**config.mk**
```make
export PLATFORM = sky130hd
export DESIGN_NAME = seg_display_sequencer_flat
export DESIGN_NICKNAME = d
export VERILOG_FILES = /design/src/rtl/seg_display_sequencer_if.sv /design/src/rtl/seg_display_sequencer.sv /design/src/flat_wrapper.sv
export SDC_FILE = /design/constraint.sdc
export NUM_CORES = 1
export LEC_CHECK = 0
export BUFFER_PORTS_ARGS = -buffer_cell sky130_fd_sc_hd__clkbuf_2
export CAP_MARGIN = 20
export CORE_AREA = 2 2 87 89
export DETAILED_ROUTE_END_ITERATION = 12
export DIE_AREA = 0 0 89 91
export PLACE_DENSITY = 0.69
export SLEW_MARGIN = 10
export SYNTH_ARGS = -nofsm -noshare
export SYNTH_HDL_FRONTEND = slang
export SYNTH_SLANG_ARGS = --single-unit
export TNS_END_PERCENT = 50
```
**constraint.sdc**
```tcl
create_clock -name clk -period 2.93 [get_ports clk]
set_clock_uncertainty 0.1 [all_clocks]
set_input_delay 0.586 -clock clk [delete_from_list [all_inputs] [get_ports clk]]
set_output_delay 0.586 -clock clk [all_outputs]
set_load 0.005 [all_outputs]
```
**src/rtl/seg_display_sequencer_if.sv**
```systemverilog
// seg_display_sequencer_if: load/capture inputs and display outputs of the sequencer.
interface seg_display_sequencer_if;
  logic       load;
  logic [6:0] seg1, seg2, seg3, seg4;
  logic       isNegative1, isNegative2, isNegative3, isNegative4;
  logic [6:0] segments;
  logic       dp;
  logic [1:0] element_idx;
  logic       busy;
  logic       done;
  modport master (
    output load, seg1, seg2, seg3, seg4,
    output isNegative1, isNegative2, isNegative3, isNegative4,
    input  segments, dp, element_idx, busy, done
  );
  modport slave (
    input  load, seg1, seg2, seg3, seg4,
    input  isNegative1, isNegative2, isNegative3, isNegative4,
    output segments, dp, element_idx, busy, done
  );
endinterface

```
**src/rtl/seg_display_sequencer.sv**
```systemverilog
// seg_display_sequencer: shows four captured 7-segment elements in turn on one display,
// each for DWELL_CYCLES clocks followed by BLANK_CYCLES of blank, once or looping.
module seg_display_sequencer #(
  parameter int unsigned DWELL_CYCLES = 12000000,
  parameter int unsigned BLANK_CYCLES = 1200000,
  parameter int unsigned REPEAT       = 0
) (
  input  logic clk,
  input  logic rst_n,
  seg_display_sequencer_if.slave bus
);
  typedef enum logic [1:0] {IDLE, SHOW, BLANK} state_t;
  localparam logic [23:0] DWELL_LAST = 24'(DWELL_CYCLES - 1);
  localparam logic [23:0] BLANK_LAST = 24'(BLANK_CYCLES == 0 ? 0 : BLANK_CYCLES - 1);
  localparam bit HAS_BLANK = BLANK_CYCLES != 0;
  localparam bit LOOP = REPEAT != 0;
  state_t          state, state_n;
  logic [1:0]      idx, idx_n;
  logic [23:0]     cnt, cnt_n;
  logic [3:0][6:0] cap_seg, cap_seg_n;
  logic [3:0]      cap_neg, cap_neg_n;
  logic            done_n, advance;
  always_comb begin
    cap_seg_n = bus.load ? {bus.seg4, bus.seg3, bus.seg2, bus.seg1} : cap_seg;
    cap_neg_n = bus.load ? {bus.isNegative4, bus.isNegative3, bus.isNegative2, bus.isNegative1} : cap_neg;
    state_n   = state;
    idx_n     = idx;
    cnt_n     = cnt + 24'd1;
    done_n    = 1'b0;
    advance   = 1'b0;
    if (bus.load) begin
      state_n = SHOW;
      idx_n   = 2'd0;
      cnt_n   = '0;
    end else begin
      case (state)
        SHOW: begin
          if (cnt == DWELL_LAST) begin
            if (HAS_BLANK) begin
              state_n = BLANK;
              cnt_n   = '0;
            end else begin
              advance = 1'b1;
            end
          end
        end
        BLANK:   advance = cnt == BLANK_LAST;
        default: cnt_n = '0;
      endcase
    end
    // idx + 1 wraps 3 -> 0, which is exactly the looping behaviour
    if (advance) begin
      cnt_n = '0;
      if (idx != 2'd3 || LOOP) begin
        state_n = SHOW;
        idx_n   = idx + 2'd1;
      end else begin
        state_n = IDLE;
        idx_n   = 2'd0;
        done_n  = 1'b1;
      end
    end
  end
  // outputs are registered from next-state values so they track state with no lag
  always_ff @(posedge clk or negedge rst_n) begin
    if (!rst_n) begin
      state           <= IDLE;
      idx             <= '0;
      cnt             <= '0;
      cap_seg         <= '0;
      cap_neg         <= '0;
      bus.segments    <= '0;
      bus.dp          <= 1'b0;
      bus.element_idx <= '0;
      bus.busy        <= 1'b0;
      bus.done        <= 1'b0;
    end else begin
      state           <= state_n;
      idx             <= idx_n;
      cnt             <= cnt_n;
      cap_seg         <= cap_seg_n;
      cap_neg         <= cap_neg_n;
      bus.segments    <= state_n == SHOW ? cap_seg_n[idx_n] : 7'd0;
      bus.dp          <= state_n == SHOW && cap_neg_n[idx_n];
      bus.element_idx <= idx_n;
      bus.busy        <= state_n != IDLE;
      bus.done        <= done_n;
    end
  end
endmodule
```
**src/flat_wrapper.sv**
```systemverilog
// flat-port wrapper written by rule: the top's interface ports become plain ports
module seg_display_sequencer_flat 
#(
  parameter int unsigned DWELL_CYCLES = 12000000,
  parameter int unsigned BLANK_CYCLES = 1200000,
  parameter int unsigned REPEAT       = 0
)
  (clk, rst_n, bus_load, bus_seg1, bus_seg2, bus_seg3, bus_seg4, bus_isNegative1, bus_isNegative2, bus_isNegative3, bus_isNegative4, bus_segments, bus_dp, bus_element_idx, bus_busy, bus_done);
  seg_display_sequencer_if bus_i ();
  input  logic clk;
  input  logic rst_n;
  input wire logic [$bits(bus_i.load)-1:0] bus_load;
  input wire logic [$bits(bus_i.seg1)-1:0] bus_seg1;
  input wire logic [$bits(bus_i.seg2)-1:0] bus_seg2;
  input wire logic [$bits(bus_i.seg3)-1:0] bus_seg3;
  input wire logic [$bits(bus_i.seg4)-1:0] bus_seg4;
  input wire logic [$bits(bus_i.isNegative1)-1:0] bus_isNegative1;
  input wire logic [$bits(bus_i.isNegative2)-1:0] bus_isNegative2;
  input wire logic [$bits(bus_i.isNegative3)-1:0] bus_isNegative3;
  input wire logic [$bits(bus_i.isNegative4)-1:0] bus_isNegative4;
  output wire logic [$bits(bus_i.segments)-1:0] bus_segments;
  output wire logic [$bits(bus_i.dp)-1:0] bus_dp;
  output wire logic [$bits(bus_i.element_idx)-1:0] bus_element_idx;
  output wire logic [$bits(bus_i.busy)-1:0] bus_busy;
  output wire logic [$bits(bus_i.done)-1:0] bus_done;
  assign bus_i.load = bus_load;
  assign bus_i.seg1 = bus_seg1;
  assign bus_i.seg2 = bus_seg2;
  assign bus_i.seg3 = bus_seg3;
  assign bus_i.seg4 = bus_seg4;
  assign bus_i.isNegative1 = bus_isNegative1;
  assign bus_i.isNegative2 = bus_isNegative2;
  assign bus_i.isNegative3 = bus_isNegative3;
  assign bus_i.isNegative4 = bus_isNegative4;
  assign bus_segments = bus_i.segments;
  assign bus_dp = bus_i.dp;
  assign bus_element_idx = bus_i.element_idx;
  assign bus_busy = bus_i.busy;
  assign bus_done = bus_i.done;
  seg_display_sequencer #(.DWELL_CYCLES(DWELL_CYCLES), .BLANK_CYCLES(BLANK_CYCLES), .REPEAT(REPEAT)) u_core (.clk(clk), .rst_n(rst_n), .bus(bus_i));
endmodule
```
==> results of run 1 <==
[final cells by class]
type	instances	area share [%]
repair buffers	50	6.87
clock buffers	11	3.56
inverters	16	1.54
clock inverters	5	2.08
flip-flops and latches	70	44.1
multi-input cells	225	38.7
well taps	99	3.12
[per-layer routing]
layer	global-route usage, %	wire, um
met3	4.73	248
met5	0	0
met1	24.5	3090
met2	29.0	3340
met4	6.84	108
[cells in the mapped netlist (all sizes together), types with 2 or more instances]
library cell and instances:
nand4 6, xnor2 9, nand3 7, a2111oi 5, a21oi 20, nor2 46
o21ai 10, nor3 4, nor4 2, nand2 22, nor4b 2, or2 3
dfrtp 70, mux2i 6, a211oi 6, o221ai 11, xor2 13, clkbuf 10
a31oi 2, mux2 22, nand2b 9, inv 15, buf 8, ha 4
and3 5
[stage by stage]
step	setup slack (ps)	total power, mW	hold WS [ps]	util [%]
4_1_cts	376	2.11	23.8	55.6
3_3_place_gp	439	1.24	384	52.5
6_report	405	2.09	21.6	55.6
3_5_place_dp	377	1.25	390	52.5
2_1_floorplan	658	1.17	190	-
5_1_grt	194	2.18	35.0	55.6
[final timing paths]
path | to | cells past startpoint | slack [ps]
setup / recovery | u_core.bus.dp$_DFF_PN0_ | 6 | 410
hold / removal | u_core.bus.segments[6]$_DFF_PN0_ | 1 | 20
setup reg to reg | u_core.bus.dp$_DFF_PN0_ | 6 | 410
hold reg to reg | u_core.cap_seg[12]$_DFF_PN0_ | 1 | 410
max in group asynchronous | u_core.cnt[5]$_DFF_PN0_ | 2 | 2100
min in group clk | u_core.cap_seg[15]$_DFF_PN0_ | 2 | 380
[registers in the layout, indices dropped and copies added (netlist names)]
name / flops
u_core.cap_seg: 28
u_core.cnt: 24
u_core.bus.segments: 7
u_core.cap_neg: 4
u_core.bus.element_idx: 2
u_core.state: 2
u_core.bus.busy: 1
u_core.bus.done: 1
u_core.bus.dp: 1
[power by group through the flow]
stage               logic (mW)  clock network [mW]  registers (mW)
floorplan                0.109                   0            1.06
global placement         0.185                   0            1.06
CTS                      0.191               0.879            1.04
global route             0.210               0.924            1.05
detailed placement       0.190                   0            1.06
finish                   0.187               0.860            1.04
[worst reg2reg max path: cells and delay by family (launching register included)]
| kind | cells | cell delay (ps) |
|---|---|---|
| flip-flops | 1 | 410 |
| AND/OR/NAND/NOR | 5 | 1840 |
| AO/OA/AOI/OAI | 1 | 50 |
[logic make-up after synthesis]
group / after synthesis / share of synthesized area (%)
compound gates: 55 / 11.4
xor+xnor: 22 / 5.57
fa+ha+maj: 4 / 1.45
buf+inv: 34 / 4.85
flops: 70 / 50.7
mux: 28 / 9.01
simple gates: 116 / 17.1
==> reports/metrics.cfg, run 1 <==
[status]
outcome=completed

[global_routing]
antenna_found_initial=0
grt_overflow=0
grt_pass1_vias=2457
grt_max_degree=59
grt_usage_pct=18.5
grt_pass1_wl_um=11600

[sta]
setup_violations=0
min_period_ps=2520
slew_viol_final=0
rsz0062_at_grt=false
tns_ps=0
max_slew.worst_pin.slew_ps=520
relSlewSlack_pct=64.9
hold_viol=0
fmaxAchievable_mhz=396
period_share_pct=86.2

[synthesis]
yosysTopAreaCellShare_pct=50.7
yosysWarnings=0
ys_top_cells_by_area=dfrtp_1, mux2_2, nor2_1, xor2_1, o221ai_1
synth_top_area_cell=dfrtp_1
synth_cell_types=47
yosysSeqAreaShare_pct=50.7
synth.avg_cell_area_um2=10.5
syn_area_um2=3460
ys_ff_latch=70
synth-edff-count=0
synthArstFlopShare_pct=100
synth-main-ff-cell=dfrtp_1
synth_nets=368
netlist_instances=329

[floorplan]
rows=31
die_w_um=89
start_util_pct=48.4
fp.dieH_um=91
io_pins=47
coreArea_um2=7140
die_area_um2=8100

[placement]
place_congestion=0.808
place_area_um2=3750
port_buffers=46
placed_cells=460
dpl.hpwl_um=4780

[route]
wire_per_inst_um=14.3
via_per_inst=5.17
ant_nets=0
drc=0
num_vias=2462
dr.pass1.iters=5
drt-initial-drc-count=118
totalWireLength_um=6790

[critical_path]
startpoint=u_core.cnt[13]$_DFF_PN0_
path_cells=or4b_4 -> nor4_4 -> and3_4 -> and2_1 -> or2_1 -> a21oi_2
crit_required_ps=3040
cp-start-kind=flip-flop
max_stage_delay_ps=560
rr_startpoint=u_core.cnt[13]$_DFF_PN0_
endpoint_kind=flip-flop
cp_max_fo=16
critPathTopFamily=simple AND/OR/NAND/NOR gates
crit_type=flip-flop to flip-flop
arrival_ps=2640
cp_num_buf_inv=0
worst_path_max_delay_cell=or4b_4

[layout]
layout_commonest_cell=dfrtp_1
drive_gt1_share_pct=27.9
final_area_um2=3970
insertedDiodeCount=0
multiInputGateArea_um2=1540
layout_common_cells=dfrtp_1, nor2_1, clkbuf_2, mux2_2, nand2_1
final.fill_count=655
layout-area-overhead-vs-synth_pct=14.9
stdcell_count=476
seq_area_um2=1750
nets=411

[pwr]
p_comb_share_pct=8.9
switchingPower_mw=0.473
power_frac_seq_pct=49.9
p_int_mw=1.62
pwr_density_cell_nw_per_um2=526
p_leak_nw=1.78
p_sw_share_pct=22.6
clock_power_share_pct=41.1
peakVddDrop_mv=0.198

[clocking]
clk_latency_ps=350
cts.clk_slew.worst_paths_ps=70
cts-buffers-inserted=9
cts_hold_buf=0
cts_tree=yes
ctsHtreeMaxLevel=3
cts_setup_buffers=0
clockRootBuffer=clkbuf_8
clockBufferDepth=2
cts_sinks=70
ctsResizeCount=0

[hold_path]
min_path_type=input port to asynchronous set/reset pin

[flow_run]
maxCapViolCount=0

No activity file was read; power rests on OpenSTA's default activity.
==> run 2: changes to the inputs <==
--- a/config.mk
+++ b/config.mk
@@ -7,10 +7,10 @@
 export LEC_CHECK = 0
 export BUFFER_PORTS_ARGS = -buffer_cell sky130_fd_sc_hd__clkbuf_2
 export CAP_MARGIN = 20
-export CORE_AREA = 2 2 87 89
+export CORE_AREA = 2 2 126 128
 export DETAILED_ROUTE_END_ITERATION = 12
-export DIE_AREA = 0 0 89 91
-export PLACE_DENSITY = 0.69
+export DIE_AREA = 0 0 128 130
+export PLACE_DENSITY = 0.46
 export SLEW_MARGIN = 10
 export SYNTH_ARGS = -nofsm -noshare
 export SYNTH_HDL_FRONTEND = slang
==> run 2 against run 1 <==
  * Fmax decreased by 4.4%
  * Final area increased by 5.1%
  * Sequential power about the same
  * Critical path depth unchanged
  * Final cell count increased by 20%
  * Die area increased by 110%
  * Routed wire length increased by 16%
  * Combinational power about the same
  * Total power increased by 12%
  * Via count increased by 2.2%
  * Flip-flop and latch count unchanged
  * Global-route usage decreased by 8.2 points
  * Critical endpoint is now u_core.bus.segments[3]$_DFF_PN0_
  * Largest power group is now clock
==> reports/metrics.cfg, run 2 (same netlist as run 1, synthesis figures left out) <==
[sta]
fmaxAchievable_mhz=379  ; -4.4%
min_period_ps=2640  ; +117 ps
hold_viol=0  ; unchanged
tns_ps=0  ; unchanged
period_share_pct=90.2  ; +4.0 points
max_slew.worst_pin.slew_ps=773  ; +253 ps
setup_violations=0  ; unchanged
relSlewSlack_pct=48.5  ; -16 points
rsz0062_at_grt=false
slew_viol_final=0  ; unchanged

[critical_path]
endpoint_kind=flip-flop
r2r_end=u_core.bus.segments[3]$_DFF_PN0_
cp-start-kind=flip-flop
cp_max_fo=29  ; +13
rr_worst_depth=6  ; unchanged
arrival_ps=2730  ; +90 ps
r2r_setup_slack_ps=290  ; -120 ps
crit_type=flip-flop to flip-flop
rr_startpoint=u_core.cnt[13]$_DFF_PN0_
crit_required_ps=3020  ; -20 ps

[route]
wire_per_inst_um=13.8  ; -3.0%
ant_nets=0  ; unchanged
totalWireLength_um=7870  ; +16%
dr_wl_met3_um=328  ; +32%
dr.pass1.iters=4  ; -1
via_per_inst=4.42  ; -14%
wl_met1_um=3880  ; +25%
num_vias=2517  ; +2.2%
highest_layer=met4
drc=0  ; unchanged
drt-initial-drc-count=155  ; +31%
wl_met2_um=3540  ; +6.2%

[layout]
drive_gt1_share_pct=28.1  ; +0.27 points
largest_reg_flops=28  ; unchanged
layout_common_cells=dfrtp_1, nor2_1, clkbuf_2, mux2_2, nand2_1
layout-area-overhead-vs-synth_pct=20.7
insertedDiodeCount=0  ; unchanged
layout_commonest_cell=dfrtp_1
nets=411  ; unchanged
regMostFlops=u_core.cap_seg
fin_util_pct=27.1  ; -29 points
final_area_um2=4170  ; +5.1%
top_regs=u_core.cap_seg x28, u_core.cnt x24, u_core.bus.segments x7
stdcell_count=569  ; +20%

[global_routing]
grt_pass1_wl_um=13400  ; +15%
grt_overflow=0  ; unchanged
antenna_found_initial=0  ; unchanged
grt_max_degree=46  ; -22%
grt_pass1_vias=2597  ; +5.7%
grt_usage_pct=10.2  ; -8.2 points

[clocking]
clk_latency_ps=330  ; -20 ps
clockBufferDepth=2  ; unchanged
cts_setup_buffers=0  ; unchanged
ctsResizeCount=0  ; unchanged
cts_tree=yes
cts_sinks=70  ; unchanged
cts.clk_slew.worst_paths_ps=60  ; about the same
cts_hold_buf=0  ; unchanged
clockRootBuffer=clkbuf_16
cts-buffers-inserted=9  ; unchanged
ctsHtreeMaxLevel=3  ; unchanged

[floorplan]
io_pins=47  ; unchanged
start_util_pct=22.4  ; -26 points
rows=46  ; +48%
fp.dieH_um=130  ; +43%
coreArea_um2=15400  ; +120%
die_area_um2=16600  ; +110%
die_w_um=128  ; +44%

[pwr]
p_leak_nw=1.81  ; +1.5%
pwr_density_cell_nw_per_um2=563  ; +7.0%
peakVddDrop_mv=0.302  ; +53%

[placement]
place_congestion=0.772  ; -4.4%
port_buffers=46  ; unchanged
placed_cells=553  ; +20%
place_area_um2=3860  ; +3.1%
dpl.hpwl_um=5670  ; +18%

[flow_run]
maxCapViolCount=0  ; unchanged

[status]
outcome=completed

[hold_path]
min_path_type=input port to asynchronous set/reset pin

## run 2: changes by cell type in the layout (fill, tap and decap cells not counted)
cell / before / now
bufinv_16: 2 / 1
clkbuf_1: 1 / 0
clkbuf_16: 0 / 9
clkbuf_8: 10 / 1
clkinv_2: 2 / 1
clkinv_4: 2 / 1
clkinvlp_4: 0 / 3
inv_6: 0 / 1
## run 2: worst max-delay path, cell delays in order, from the launching register on
cell     delay, ps
dfrtp_1        400
or4b_4         560
nor4_4         270
and3_4         460
and2_1         230
or2_1          430
a21oi_2         50
## run 2: area by class of cell
| type | instances | area (um2) |
|---|---|---|
| Fill cell | 1626 | 11300 |
| Sequential cell | 70 | 1750 |
| Multi-Input combinational cell | 225 | 1540 |
| Timing Repair Buffer | 50 | 273 |
| Tap cell | 192 | 240 |
| Clock buffer | 10 | 239 |
| Clock inverter | 6 | 70.1 |
| Inverter | 16 | 61.3 |
## run 2: power by group
group	switching, mW	internal [mW]
logic	0.100	0.0889
registers	0.0203	1.02
clock network	0.429	0.686
total	0.550	1.80
## run 2: worst max-delay path by stage
stage	slack (ps)	startpoint	depth (start not counted)	end
CTS	270	u_core.cnt[13]$_DFF_PN0_	7	u_core.bus.segments[5]$_DFF_PN0_
finish	290	u_core.cnt[13]$_DFF_PN0_	6	u_core.bus.segments[3]$_DFF_PN0_
global placement	290	bus_load	8	u_core.bus.segments[5]$_DFF_PN0_
detailed placement	280	u_core.cnt[13]$_DFF_PN0_	7	u_core.bus.segments[5]$_DFF_PN0_
floorplan	660	u_core.cnt[13]$_DFF_PN0_	8	u_core.bus.segments[0]$_DFF_PN0_
global route	110	u_core.cnt[0]$_DFF_PN0_	8	u_core.bus.segments[5]$_DFF_PN0_
## run 2: through the flow
| step | hold WS [ps] | setup WS, ps | power [mW] |
|---|---|---|---|
| after floorplan | 190 | 658 | 1.17 |
| after global placement | 384 | 292 | 1.25 |
| after detailed placement | 385 | 280 | 1.26 |
| after CTS | 255 | 267 | 2.39 |
| after global routing | 278 | 109 | 2.46 |
| final | 227 | 288 | 2.35 |
## run 2: metal layers
layer  vias up  global-route usage (%)
met5         -                       0
met4         0                    3.56
li1       1235                       -
met2        52                    16.6
met1      1220                    13.0
met3        10                    3.03
==> run 3: changes to the inputs <==
--- a/config.mk
+++ b/config.mk
@@ -7,9 +7,9 @@
 export LEC_CHECK = 0
 export BUFFER_PORTS_ARGS = -buffer_cell sky130_fd_sc_hd__clkbuf_2
 export CAP_MARGIN = 20
-export CORE_AREA = 2 2 126 128
+export CORE_AREA = 2 2 113 143
 export DETAILED_ROUTE_END_ITERATION = 12
-export DIE_AREA = 0 0 128 130
+export DIE_AREA = 0 0 115 145
 export PLACE_DENSITY = 0.46
 export SLEW_MARGIN = 10
 export SYNTH_ARGS = -nofsm -noshare
==> run 3 against run 2 <==
  * Hold slack got worse by 41 ps
  * Routed wire length rose by 4.3%
  * Clock power barely moved
  * Final area rose by 0.12%
  * Register-to-register slack improved by 70 ps
  * Via count rose by 0.99%
  * Total power fell by 1.0%
  * Critical path depth did not move
  * Flip-flop and latch count did not move
  * Critical endpoint is now u_core.bus.segments[6]$_DFF_PN0_
==> reports/metrics.cfg, run 3 (same netlist as run 1, synthesis figures left out) <==
[critical_path]
path_cells=or4b_4 -> nor4_4 -> and3_4 -> and2_1 -> or2_1 -> a21oi_2
critPathTopFamily=simple AND/OR/NAND/NOR gates
r2r_end=u_core.bus.segments[6]$_DFF_PN0_
max_stage_delay_ps=510  ; -50 ps
arrival_ps=2660  ; -70 ps
cp_max_fo=16  ; -45%
crit_required_ps=3020  ; about the same
rr_startpoint=u_core.cnt[19]$_DFF_PN0_
cp-start-kind=flip-flop
r2r_setup_slack_ps=360  ; +70 ps
cp.depth=6  ; unchanged
crit_type=flip-flop to flip-flop
rr_worst_depth=6  ; unchanged
endpoint_kind=flip-flop
worst_path_max_delay_cell=or4b_4
cp_num_buf_inv=0  ; unchanged

[sta]
rsz0062_at_grt=false
setup_violations=0  ; unchanged
slew_viol_final=0  ; unchanged
min_period_ps=2570  ; -73.5 ps
fin_ws_ps=362  ; +73.5 ps
fin_hold_ws_ps=186  ; -41.0 ps
period_share_pct=87.7  ; -2.5 points
tns_ps=0  ; unchanged
relSlewSlack_pct=56.4  ; +7.9 points
hold_viol=0  ; unchanged
max_slew.worst_pin.slew_ps=655  ; -118 ps
fmaxAchievable_mhz=389  ; +2.9%

[global_routing]
grt_overflow=0  ; unchanged
grt_pass1_vias=2706  ; +4.2%
grt_usage_pct=10.5  ; +0.32 points
grt_pass1_wl_um=13700  ; +2.4%
antenna_found_initial=1  ; +1
grt_max_degree=44  ; -4.3%

[pwr]
peakVddDrop_mv=0.225  ; -26%
p_leak_nw=1.83  ; +1.3%
total_power_mw=2.32  ; -1.0%
pwr_density_cell_nw_per_um2=556  ; -1.2%

[clocking]
cts_tree=yes
cts_hold_buf=0  ; unchanged
cts-buffers-inserted=9  ; unchanged
clockBufferDepth=2  ; unchanged
clk_latency_ps=330  ; about the same
clockRootBuffer=clkbuf_16
cts_setup_buffers=0  ; unchanged
cts.clk_slew.worst_paths_ps=60  ; about the same
ctsHtreeMaxLevel=3  ; unchanged
ctsResizeCount=0  ; unchanged
cts_sinks=70  ; unchanged

[route]
via_per_inst=4.50  ; +1.7%
drc=0  ; unchanged
wire_per_inst_um=14.5  ; +5.1%
totalWireLength_um=8210  ; +4.3%
dr.pass1.iters=4  ; unchanged
num_vias=2542  ; +0.99%
ant_nets=0  ; unchanged
drt-initial-drc-count=80  ; -48%

[layout]
insertedDiodeCount=0  ; unchanged
fin_util_pct=27.3  ; +0.23 points
nets=414  ; +0.73%
largest_reg_flops=28  ; unchanged
final.fill_count=1636  ; +0.62%
final_area_um2=4180  ; +0.12%
seq_area_um2=1750  ; unchanged
drive_gt1_share_pct=28.7  ; +0.57 points
stdcell_count=565  ; -0.70%
top_regs=u_core.cap_seg x28, u_core.cnt x24, u_core.bus.segments x7
regMostFlops=u_core.cap_seg
layout_common_cells=dfrtp_1, nor2_1, clkbuf_2, mux2_2, nand2_1
layout-area-overhead-vs-synth_pct=20.8
layout_commonest_cell=dfrtp_1
multiInputGateArea_um2=1540  ; unchanged

[floorplan]
start_util_pct=22.6  ; +0.16 points
die_area_um2=16700  ; +0.21%
rows=51  ; +11%
io_pins=47  ; unchanged
coreArea_um2=15300  ; -0.71%
fp.dieH_um=145  ; +12%
die_w_um=115  ; -10%

[flow_run]
maxCapViolCount=0  ; unchanged

[placement]
placed_cells=549  ; -0.72%
place_congestion=0.736  ; -4.7%
place_area_um2=3880  ; +0.36%
dpl.hpwl_um=5960  ; +5.2%
port_buffers=46  ; unchanged
place_ws_ps=313  ; +33.0 ps

[status]
outcome=completed

[hold_path]
min_path_type=input port to asynchronous set/reset pin

run 3: worst max-delay path by stage:
stage,start,slack [ps],endpoint
detailed placement,bus_load,310,u_core.bus.segments[1]$_DFF_PN0_
finish,u_core.cnt[19]$_DFF_PN0_,360,u_core.bus.segments[6]$_DFF_PN0_
floorplan,u_core.cnt[13]$_DFF_PN0_,660,u_core.bus.segments[0]$_DFF_PN0_
global route,u_core.cnt[0]$_DFF_PN0_,170,u_core.bus.segments[0]$_DFF_PN0_
CTS,u_core.cnt[15]$_DFF_PN0_,330,u_core.bus.segments[6]$_DFF_PN0_
global placement,bus_load,330,u_core.cnt[2]$_DFF_PN0_
run 3: final cells by class:
| type | instances | share of cell area, % |
|---|---|---|
| inverter | 16 | 1.47 |
| clock buffer | 10 | 5.72 |
| timing repair buffer | 53 | 7.07 |
| multi-input combinational | 225 | 36.8 |
| tap | 185 | 5.54 |
| clock inverter | 6 | 1.47 |
| sequential | 70 | 41.9 |
run 3: worst reg2reg max path, cell delays in order, from the launching register on:
cell and delay [ps]:
dfrtp_1 440, or4b_4 510, nor4_4 270, and3_4 380
and2_1 220, or2_1 460, a21oi_2 50
run 3: power by group:
group,total [mW],internal [mW],switching [mW]
clock,1.09,0.679,0.412
sequential,1.04,1.02,0.0198
combinational,0.189,0.0896,0.0999
run 3: metal layers:
layer	up-vias	track usage, %	share of wire [%]
li1	1235	-	-
met5	-	0	0.16
met3	16	2.88	4.3
met2	53	17.6	50
met4	2	4.70	2.2
met1	1236	12.5	43
